### src/rtl/mux_arb_pkg.sv
// Shared constants for the round-robin mux-select arbiter: sizes, FSM encodings
// and the index-to-one-hot helper.
package mux_arb_pkg;

  localparam int NUM_REQ   = 4;
  localparam int SEL_WIDTH = 2;

  localparam logic [1:0] ST_IDLE    = 2'd0;
  localparam logic [1:0] ST_GRANT   = 2'd1;
  localparam logic [1:0] ST_RELEASE = 2'd2;

  function automatic logic [NUM_REQ-1:0] sel_to_onehot(input logic [SEL_WIDTH-1:0] idx);
    sel_to_onehot = {{(NUM_REQ-1){1'b0}}, 1'b1} << idx;
  endfunction

endpackage

### src/rtl/rr_priority_pick.sv
// Combinational round-robin pick: rotate the request vector so PTR sits at bit 0,
// take the lowest set bit, then map that offset back to a requester index.
module rr_priority_pick
  import mux_arb_pkg::*;
(
  input  logic [NUM_REQ-1:0]   req_i,
  input  logic [SEL_WIDTH-1:0] ptr_i,
  output logic [SEL_WIDTH-1:0] winner_o,
  output logic                 found_o
);

  logic [NUM_REQ-1:0]   rot_s;
  logic [SEL_WIDTH-1:0] off_s;

  // Rotate so bit j of rot_s is requester (ptr + j) mod NUM_REQ.
  always_comb begin
    rot_s = {NUM_REQ{1'b0}};
    for (int j = 0; j < NUM_REQ; j++) begin
      rot_s[j] = req_i[SEL_WIDTH'(j) + ptr_i];
    end
  end

  // Priority-encode: the descending scan leaves the lowest set offset in off_s.
  always_comb begin
    off_s = {SEL_WIDTH{1'b0}};
    for (int j = NUM_REQ - 1; j >= 0; j--) begin
      off_s = rot_s[j] ? SEL_WIDTH'(j) : off_s;
    end
  end

  assign winner_o = off_s + ptr_i;
  assign found_o  = |req_i;

endmodule

### src/rtl/mux_sel_arbiter.sv
// Round-robin arbiter driving the select of a 4:1 datapath mux; an owner keeps the
// mux until it drops its request. Optional forced release under macro ARB_TIMEOUT_EN.
module mux_sel_arbiter
  import mux_arb_pkg::*;
#(
  parameter int MAX_HOLD  = 16,
  parameter int CNT_WIDTH = 5
) (
  input  logic                 clk_i,
  input  logic                 rst_i,
  input  logic [NUM_REQ-1:0]   req_i,
  output logic [NUM_REQ-1:0]   gnt_o,
  output logic [SEL_WIDTH-1:0] sel_o,
  output logic                 sel_valid_o,
  output logic                 busy_o,
  output logic                 timeout_o
);

  if (MAX_HOLD < 2 || MAX_HOLD > 31 || (MAX_HOLD - 1) >= (1 << CNT_WIDTH)) begin : g_cfg_err
    $error("mux_sel_arbiter: MAX_HOLD must be 2..31 and fit in CNT_WIDTH bits");
  end

  logic [1:0]           state_q, state_d;
  logic [SEL_WIDTH-1:0] ptr_q, ptr_d;
  logic [NUM_REQ-1:0]   gnt_q, gnt_d;
  logic [SEL_WIDTH-1:0] sel_q, sel_d;
  logic                 valid_q, valid_d;
  logic                 busy_q, busy_d;

  logic [SEL_WIDTH-1:0] win_s;
  logic                 found_s;
  logic                 req_owner_s;
  logic                 force_rel_s;

  rr_priority_pick u_pick (
    .req_i    (req_i),
    .ptr_i    (ptr_q),
    .winner_o (win_s),
    .found_o  (found_s)
  );

  assign req_owner_s = req_i[sel_q];

`ifdef ARB_TIMEOUT_EN
  localparam logic [CNT_WIDTH-1:0] HOLD_LAST = CNT_WIDTH'(MAX_HOLD - 1);

  logic [CNT_WIDTH-1:0] hold_q, hold_d;
  logic                 timeout_q, timeout_d;

  // Forced release only matters when someone else is actually waiting.
  assign force_rel_s = (hold_q == HOLD_LAST) && ((req_i & ~gnt_q) != {NUM_REQ{1'b0}});
  assign timeout_d   = (state_q == ST_GRANT) && req_owner_s && force_rel_s;

  // Hold counter: cleared on each new grant, saturates at MAX_HOLD-1 while granted.
  always_comb begin
    hold_d = hold_q;
    if (state_q == ST_IDLE && found_s) begin
      hold_d = {CNT_WIDTH{1'b0}};
    end else if (state_q == ST_GRANT && hold_q != HOLD_LAST) begin
      hold_d = hold_q + CNT_WIDTH'(1);
    end else begin
      hold_d = hold_q;
    end
  end

  // Hold counter and timeout pulse registers.
  always_ff @(posedge clk_i or posedge rst_i) begin
    if (rst_i) begin
      hold_q    <= {CNT_WIDTH{1'b0}};
      timeout_q <= 1'b0;
    end else begin
      hold_q    <= hold_d;
      timeout_q <= timeout_d;
    end
  end

  assign timeout_o = timeout_q;
`else
  assign force_rel_s = 1'b0;
  assign timeout_o   = 1'b0;
`endif

  // Arbitration FSM; SEL only moves on IDLE->GRANT so it is stable while valid.
  always_comb begin
    state_d = state_q;
    ptr_d   = ptr_q;
    gnt_d   = gnt_q;
    sel_d   = sel_q;
    valid_d = valid_q;
    busy_d  = busy_q;
    case (state_q)
      ST_IDLE: begin
        if (found_s) begin
          state_d = ST_GRANT;
          gnt_d   = sel_to_onehot(win_s);
          sel_d   = win_s;
          valid_d = 1'b1;
          busy_d  = 1'b1;
          ptr_d   = win_s + SEL_WIDTH'(1);
        end else begin
          state_d = ST_IDLE;
        end
      end
      ST_GRANT: begin
        if (!req_owner_s || force_rel_s) begin
          state_d = ST_RELEASE;
          gnt_d   = {NUM_REQ{1'b0}};
          valid_d = 1'b0;
        end else begin
          state_d = ST_GRANT;
        end
      end
      ST_RELEASE: begin
        state_d = ST_IDLE;
        busy_d  = 1'b0;
      end
      default: begin
        state_d = ST_IDLE;
        gnt_d   = {NUM_REQ{1'b0}};
        valid_d = 1'b0;
        busy_d  = 1'b0;
      end
    endcase
  end

  // State, pointer and registered outputs.
  always_ff @(posedge clk_i or posedge rst_i) begin
    if (rst_i) begin
      state_q <= ST_IDLE;
      ptr_q   <= {SEL_WIDTH{1'b0}};
      gnt_q   <= {NUM_REQ{1'b0}};
      sel_q   <= {SEL_WIDTH{1'b0}};
      valid_q <= 1'b0;
      busy_q  <= 1'b0;
    end else begin
      state_q <= state_d;
      ptr_q   <= ptr_d;
      gnt_q   <= gnt_d;
      sel_q   <= sel_d;
      valid_q <= valid_d;
      busy_q  <= busy_d;
    end
  end

  assign gnt_o       = gnt_q;
  assign sel_o       = sel_q;
  assign sel_valid_o = valid_q;
  assign busy_o      = busy_q;

endmodule
### config.mk
export PLATFORM = sky130hd
export DESIGN_NAME = mux_sel_arbiter
export DESIGN_NICKNAME = d
export VERILOG_FILES = /design/src/rtl/mux_arb_pkg.sv /design/src/rtl/rr_priority_pick.sv /design/src/rtl/mux_sel_arbiter.sv
export SDC_FILE = /design/constraint.sdc
export NUM_CORES = 1
export LEC_CHECK = 0
export ABC_AREA = 1
export CORE_UTILIZATION = 54
export CTS_CLUSTER_SIZE = 25
export DETAILED_ROUTE_END_ITERATION = 10
export DONT_BUFFER_PORTS = 1
export MAX_ROUTING_LAYER = met4
export PLACE_DENSITY = 0.76
export SYNTH_ARGS = -nofsm -noshare
export SYNTH_HDL_FRONTEND = slang
export SYNTH_SLANG_ARGS = --single-unit
### constraint.sdc
create_clock -name clk_i -period 2.04 [get_ports clk_i]
set_clock_uncertainty 0.2 [all_clocks]
set_input_delay 0.204 -clock clk_i [delete_from_list [all_inputs] [get_ports clk_i]]
set_output_delay 0.204 -clock clk_i [all_outputs]
set_load 0.005 [all_outputs]
## Yosys cells after proc, flatten, opt, wreduce, memory -nomap -nowiden

Cells that the tools add are included.

- Flip-flop bits (word level): 12
- Input port bits: 6
- Output and inout port bits: 9

- Add/sub/neg operators: 5
- $lt $le $gt $ge: 5
- Eq/ne operators: 4
- Shift-type cells: 1
- Mux-type cells: 24
- Bitwise logic cells: 2
- Reductions and logical operators: 5

Operator list:

| operator | count |
|---|---|
| less-than comparator 2 x 3 -> 1 bit, second input constant | 5 |
| case mux 4 bit (3 select lines) | 1 |
| binary-select mux 1 bit (select 2 bit) | 5 |
| 2-to-1 mux 2 bit | 5 |
| 2-to-1 mux 1 bit | 8 |
| 2-to-1 mux 4 bit | 2 |
| adder 2 bit, first input constant | 2 |
| inequality test 2 bit, second input constant | 2 |
| case mux 2 bit (2 select lines) | 1 |
| AND reduction 2 bit | 2 |
| OR reduction 4 bit | 1 |
| << shifter 1 x 2 -> 4 bit, first input constant | 1 |
| case mux 1 bit (3 select lines) | 1 |
| AND reduction 3 bit | 1 |
| adder 1 x 2 -> 2 bit, first input constant | 1 |
| adder 2 x 1 -> 2 bit, second input constant | 1 |
| adder 2 bit | 1 |
| equality test 2 x 1 -> 1 bit, second input constant | 1 |
| equality test 2 bit, second input constant | 1 |
| zero test 2 bit | 1 |
| inverter 1 bit | 2 |
| case mux 1 bit (2 select lines) | 1 |

## Longest topological paths before layout

- Depth after elaboration: 11
- Gate-level depth with buffers: 15
- Gate-level depth less buffers: 14

## By module

A second synthesis with hierarchy kept.

- Cells, all modules: 123
- Area total of the unflattened synthesis: 863.3 µm²

Modules (own cells, without submodules):

| module | times used | cells an instance | area each (µm²) | sequential area each (µm²) |
|---|---|---|---|---|
| mux_sel_arbiter | 1 | 67 | 595.6 | 300.3 |
| rr_priority_pick | 1 | 56 | 267.8 | 0.0 |

## Worst setup path before layout

Ideal clock, no wire load.

- Kind: reg-to-reg
- Start point: reg ptr_q[0]
- End point: reg ptr_q[1]
- Setup time: 123 ps
- Arrival time: 1642 ps
- Data required time: 1717 ps
- Path slack: 75 ps
- Stages on the path, launching flop included: 15
- Path buffers: 1
- Period minus slack after synthesis: 1965 ps
- Path through: dfrtp_1 > buf_6 > inv_8 > nand2_2 > nand2_2 > nand2_2 > a31oi_1 > nor2_1 > ha_1 > xor2_1 > inv_1 > nand3_2 > nand2_2 > nand2_2 > nand3_2

- Longest elaborated chain between the ends: 9

Ends and longest elaborated chain:

| element | line | source |
|---|---|---|
| start: declaration | mux_sel_arbiter.sv:24 | `logic [SEL_WIDTH-1:0] ptr_q, ptr_d;` |
| start signal: assignment | mux_sel_arbiter.sv:130 | `ptr_q <= {SEL_WIDTH{1'b0}};` |
| start signal: assignment | mux_sel_arbiter.sv:137 | `ptr_q <= ptr_d;` |
| adder 2 bit | rr_priority_pick.sv:19 | `rot_s[j] = req_i[SEL_WIDTH'(j) + ptr_i];` |
| binary-select mux 1 bit (select 2 bit) | rr_priority_pick.sv:19 |  |
| 2-to-1 mux 1 bit (implied by the code) | rr_priority_pick.sv:19 |  |
| 2-to-1 mux 2 bit (4 in a row) | rr_priority_pick.sv:27 | `off_s = rot_s[j] ? SEL_WIDTH'(j) : off_s;` |
| adder 2 bit * | rr_priority_pick.sv:31 | `assign winner_o = off_s + ptr_i;` |
| adder 2 x 1 -> 2 bit * | mux_sel_arbiter.sv:99 | `ptr_d = win_s + SEL_WIDTH'(1);` |

Every way passes the cells marked *; elsewhere a longest branch is shown, timed or not. The select of a mux whose other input is x is not followed.
A chain may end at the register's enable or synchronous reset.

## Final worst setup path

Ends and elaborated chain as after synthesis.

==> results by stage <==
Die:
- The number of top-level design ports is 15.
- The floorplan has 13 rows.
- The area of the die is 0.00167 mm2.
- The core region is 0.00135 mm2.
- Measured along the x axis, the die boundary spans 40.9 um.
- The initial standard-cell utilization of the core is 60.4%.
- The chip height is 40.9 um.

Worst setup path:
- Walking the worst path, the cells encountered are buf_6 -> nand2_1 -> nand2_1 -> nand2_2 -> a31oi_1 -> nor2_1 -> ha_2 -> xor2_2 -> inv_1 -> nand3_2 -> nand2_2 -> nand2_2 -> nand3_2.
- Data arrives at the worst endpoint at 2.11 ns.
- The depth of the worst register-to-register path is 13.
- The kind of critical path is reg -> reg.
- The worst reg2reg path endpoint is ptr_q[1].
- The kind of end point of the critical path is a flop.
- Grouping stages by cell kind, the critical path spends the most delay in simple AND/OR/NAND/NOR gates.
- In this run the critical register-to-register path is launched from ptr_q[0].
- The highest net fanout along the worst path is 6.
- The largest individual stage delay along the critical path comes from the cell sky130_fd_sc_hd__dfrtp_2.
- The startpoint class of the critical path is a flop.
- The reg-to-reg setup timing slack is -0.12 ns.
- The buffers plus inverters on the worst setup path is 2.
- The data required time at the worst endpoint is 2.00 ns.
- The number of logic stages on the critical path including buffering is 13.
- The cell type with the highest occurrence count on the critical path is sky130_fd_sc_hd__nand2_2.
- The largest incremental delay on the critical path is 0.48 ns.

Timing:
- Setup repair after global routing could not meet its margin everywhere.
- The setup TNS is -0.553 ns.
- The final count of hold timing violations is 0.
- The clock period minus worst slack is 2.16 ns.
- Across all setup checks in the final design, the least slack found is -0.118 ns.
- Hold is met by 0.0715 ns.
- The total setup violations reported at the end of the flow is 6.
- The post-route clock period utilization is 106%.
- The max-slew violation count is 0.
- The highest attainable clock frequency is 0.463 GHz.

CTS:
- Counting every sink on the clock net gives 12.
- The clock buffer count from CTS is 3.
- The post-CTS clock slew at the launch and capture registers of the worst setup and hold paths is 0.07 ns.
- The longest clock path from root to sink contains 2 buffers.
- TritonCTS built the clock tree.
- The CTS root buffer is sky130_fd_sc_hd__clkbuf_4.
- In this run the number of H-tree levels came out at 1.
- Clock latency on the worst-skew pair, taken at its later pin, is 0.27 ns.

Detailed routing:
- The post-route antenna net violation count is 0.
- For this block, the via count after detailed routing is 719.
- The number of DRC markers in iteration 0 is 11.
- The detailed-route vias per instance is 5.10.
- The detailed-routing iteration count for the pre-antenna-repair pass is 4.
- The final layout contains routed wiring with a total length of 1.65 mm.
- Dividing the detail-routed wire length by the instance count gives 11.7 um.
- After detailed routing, the number of remaining DRC violations is 0.

Logic synthesis:
- Sequential elements use 36.8% of the synthesized area.
- The synthesized netlist devotes 1.07% of its cell area to XOR and XNOR gates.
- The number of different library cells used by synthesis comes to 25.
- The synthesized netlist net count is 121.
- By area, the combinational part of the netlist is dominated by simple AND/OR/NAND/NOR gates.
- The synthesized design contains 12 register bits.
- The synthesized netlist devotes 6.29% of its cell area to compound gates.
- The area share of fa/ha/maj cells after synthesis is 1.53%.
- In the synthesized netlist, the number of instances is 114.
- The multiplexer fraction of the synthesized cell area is 0%.
- The area share of and/or/nand/nor cells after synthesis is 42.8%.
- The number of warnings printed during yosys synthesis is 0.
- In this run the mean area of a mapped cell was 7.16 um2.
- The cell area after technology mapping is 816 um2.

Placed design:
- The half-perimeter wire length of the detailed placement result is 1.26 mm.
- The placer congestion estimate is 0.751.
- The number of buffers added on ports is 0.

Min path:
- The worst hold path begins at req_i[3].
- The classification of the worst-slack hold path is in -> reg.
- The hold path depth is 3.
- The worst-case hold path end point is state_q[1].

Power:
- The static leakage is 0.000535 uW.
- Summed over all nets, the switching power comes to 912 uW.
- Combinational logic burns 68.3% of the power.
- In this run the power density over the cells is 1970 mW/mm2.
- The share of power burned in the clock network is 7.4%.
- Internal power comes to 979 uW.
- Of the total power, registers draw 24.3%.
- In this run switching power makes up 48.2% of total power.
- VDD sags by at most 1.03 mV.

Cells and area:
- In the final layout, the share of cells above drive strength 1 is 36.5%.
- The fill cell instance count of the final layout is 115.
- The area added between synthesis and finish is 17.5%.
- The area of the multi-input gates is 455 um2.
- The post-layout net count is 135.
- The total inserted antenna cells is 0.
- The combined flip-flop and latch cell area is 302 um2.

GRT:
- The initial antenna violation count is 0.
- The via count of the first global-routing pass is 658.
- The first global-routing pass estimated 2.50 mm of wire.
- The aggregate global-route resource usage is 24.8%.
- Entering global routing, the biggest net connects 13 pins.
- The total global routing overflow is 0.

Status:
- The final reports fail on negative setup slack.
- The flow ran to the end, but the final reports show violations.

Flow run:
- The total of max-cap violations is 0.
-- kinds of logic (layout without fill, tap and decap cells) --
family / count (synthesis) / after routing
buffers and inverters: 17 / 29
adders and majority gates: 1 / 1
and+or+nand+nor: 74 / 74
AOI/OAI and AO/OA: 8 / 8
xor gates and xnor gates: 1 / 1
DFF: 12 / 12
other: 1 / 1
-- final cells by class --
| cell class | count | area share, % |
|---|---|---|
| Multi-Input combinational cell | 85 | 47.5 |
| Sequential cell | 12 | 31.5 |
| Timing Repair Buffer | 12 | 10.4 |
| Inverter | 14 | 6.27 |
| Clock buffer | 3 | 2.35 |
| Tap cell | 15 | 1.96 |
-- state kept, by name, indices dropped and copies added, names as in the netlist --
name / count
state_q: 2
ptr_q: 2
sel_valid_o: 1
sel_o: 2
gnt_o: 4
busy_o: 1
-- per-stage QoR --
step	setup slack [ns]	power [uW]	util, %	instance area [um2]	std cells
floorplan	0.0748	1310	-	816	114
global placement	-0.104	1530	64.0	865	134
detailed placement	-0.195	1580	64.0	865	134
CTS	-0.0824	1860	70.0	945	141
global route	-0.214	2060	71.0	958	141
finish	-0.118	1890	71.0	958	141
-- worst register-to-register path: stages, from the launching register on --
cell                      delay, ns
sky130_fd_sc_hd__dfrtp_2       0.48
sky130_fd_sc_hd__buf_6         0.16
sky130_fd_sc_hd__nand2_1       0.06
sky130_fd_sc_hd__nand2_1       0.08
sky130_fd_sc_hd__nand2_2       0.06
sky130_fd_sc_hd__a31oi_1       0.17
sky130_fd_sc_hd__nor2_1        0.08
sky130_fd_sc_hd__ha_2          0.20
sky130_fd_sc_hd__xor2_2        0.18
sky130_fd_sc_hd__inv_1         0.07
sky130_fd_sc_hd__nand3_2       0.09
sky130_fd_sc_hd__nand2_2       0.08
sky130_fd_sc_hd__nand2_2       0.08
sky130_fd_sc_hd__nand3_2       0.06
-- power groups by stage --
stage               clock, uW  combinational [uW]  sequential [uW]
floorplan                   0                 895              413
global placement            0                1070              462
detailed placement          0                1110              464
CTS                       141                1260              457
global route              152                1440              473
finish                    139                1290              460
-- worst max path at each step --
stage	to	slack [ns]	from
2_1_floorplan	ptr_q[1]	0.07	ptr_q[0]
3_3_place_gp	ptr_q[1]	-0.10	ptr_q[0]
3_5_place_dp	ptr_q[1]	-0.19	ptr_q[0]
4_1_cts	ptr_q[1]	-0.08	ptr_q[0]
5_1_grt	ptr_q[1]	-0.21	ptr_q[0]
6_report	ptr_q[1]	-0.12	ptr_q[0]
-- placed cells by master, fill, tap and decap left out, types with 3 or more instances in the layout --
| master | synthesis | layout |
|---|---|---|
| sky130_fd_sc_hd__inv_2 | 3 | 4 |
| sky130_fd_sc_hd__nor2_1 | 5 | 4 |
| sky130_fd_sc_hd__clkbuf_4 | 0 | 3 |
| sky130_fd_sc_hd__nand2_1 | 45 | 42 |
| sky130_fd_sc_hd__nand3_1 | 4 | 4 |
| sky130_fd_sc_hd__inv_1 | 10 | 9 |
| sky130_fd_sc_hd__nand2_2 | 14 | 16 |
| sky130_fd_sc_hd__buf_4 | 1 | 9 |
| sky130_fd_sc_hd__dfrtp_1 | 12 | 11 |
-- Yosys cell counts (all sizes together) --
cell | count | area, um2
nand4 | 1 | 6.26
o21bai | 1 | 7.51
conb | 1 | 3.75
dfrtp | 12 | 300
ha | 1 | 12.5
nand3 | 6 | 40.0
nor3 | 1 | 5.00
inv | 14 | 60.1
a31oi | 1 | 6.26
nor2 | 6 | 30.0
o21ai | 4 | 23.8
nand2 | 60 | 268
xor2 | 1 | 8.76
buf | 3 | 30.0
a21oi | 2 | 13.8
-- routing by layer --
metal,wire [um],vias up,GRT usage (%)
met3,42,5,4.35
met4,44,0,16.7
li1,-,373,-
met1,720,327,25.8
met5,0,-,-
met2,842,14,42.2
-- timing repair --
item / in CTS / in global routing
hold endpoints to repair: 12 / 0
hold buffers: 1 / 0
endpoints found under the setup margin: 8 / 8
buffers inserted: 3 / 0
resized for setup: 10 / 4
pin swaps: 3 / 13
No activity file was read; power rests on OpenSTA's default activity.
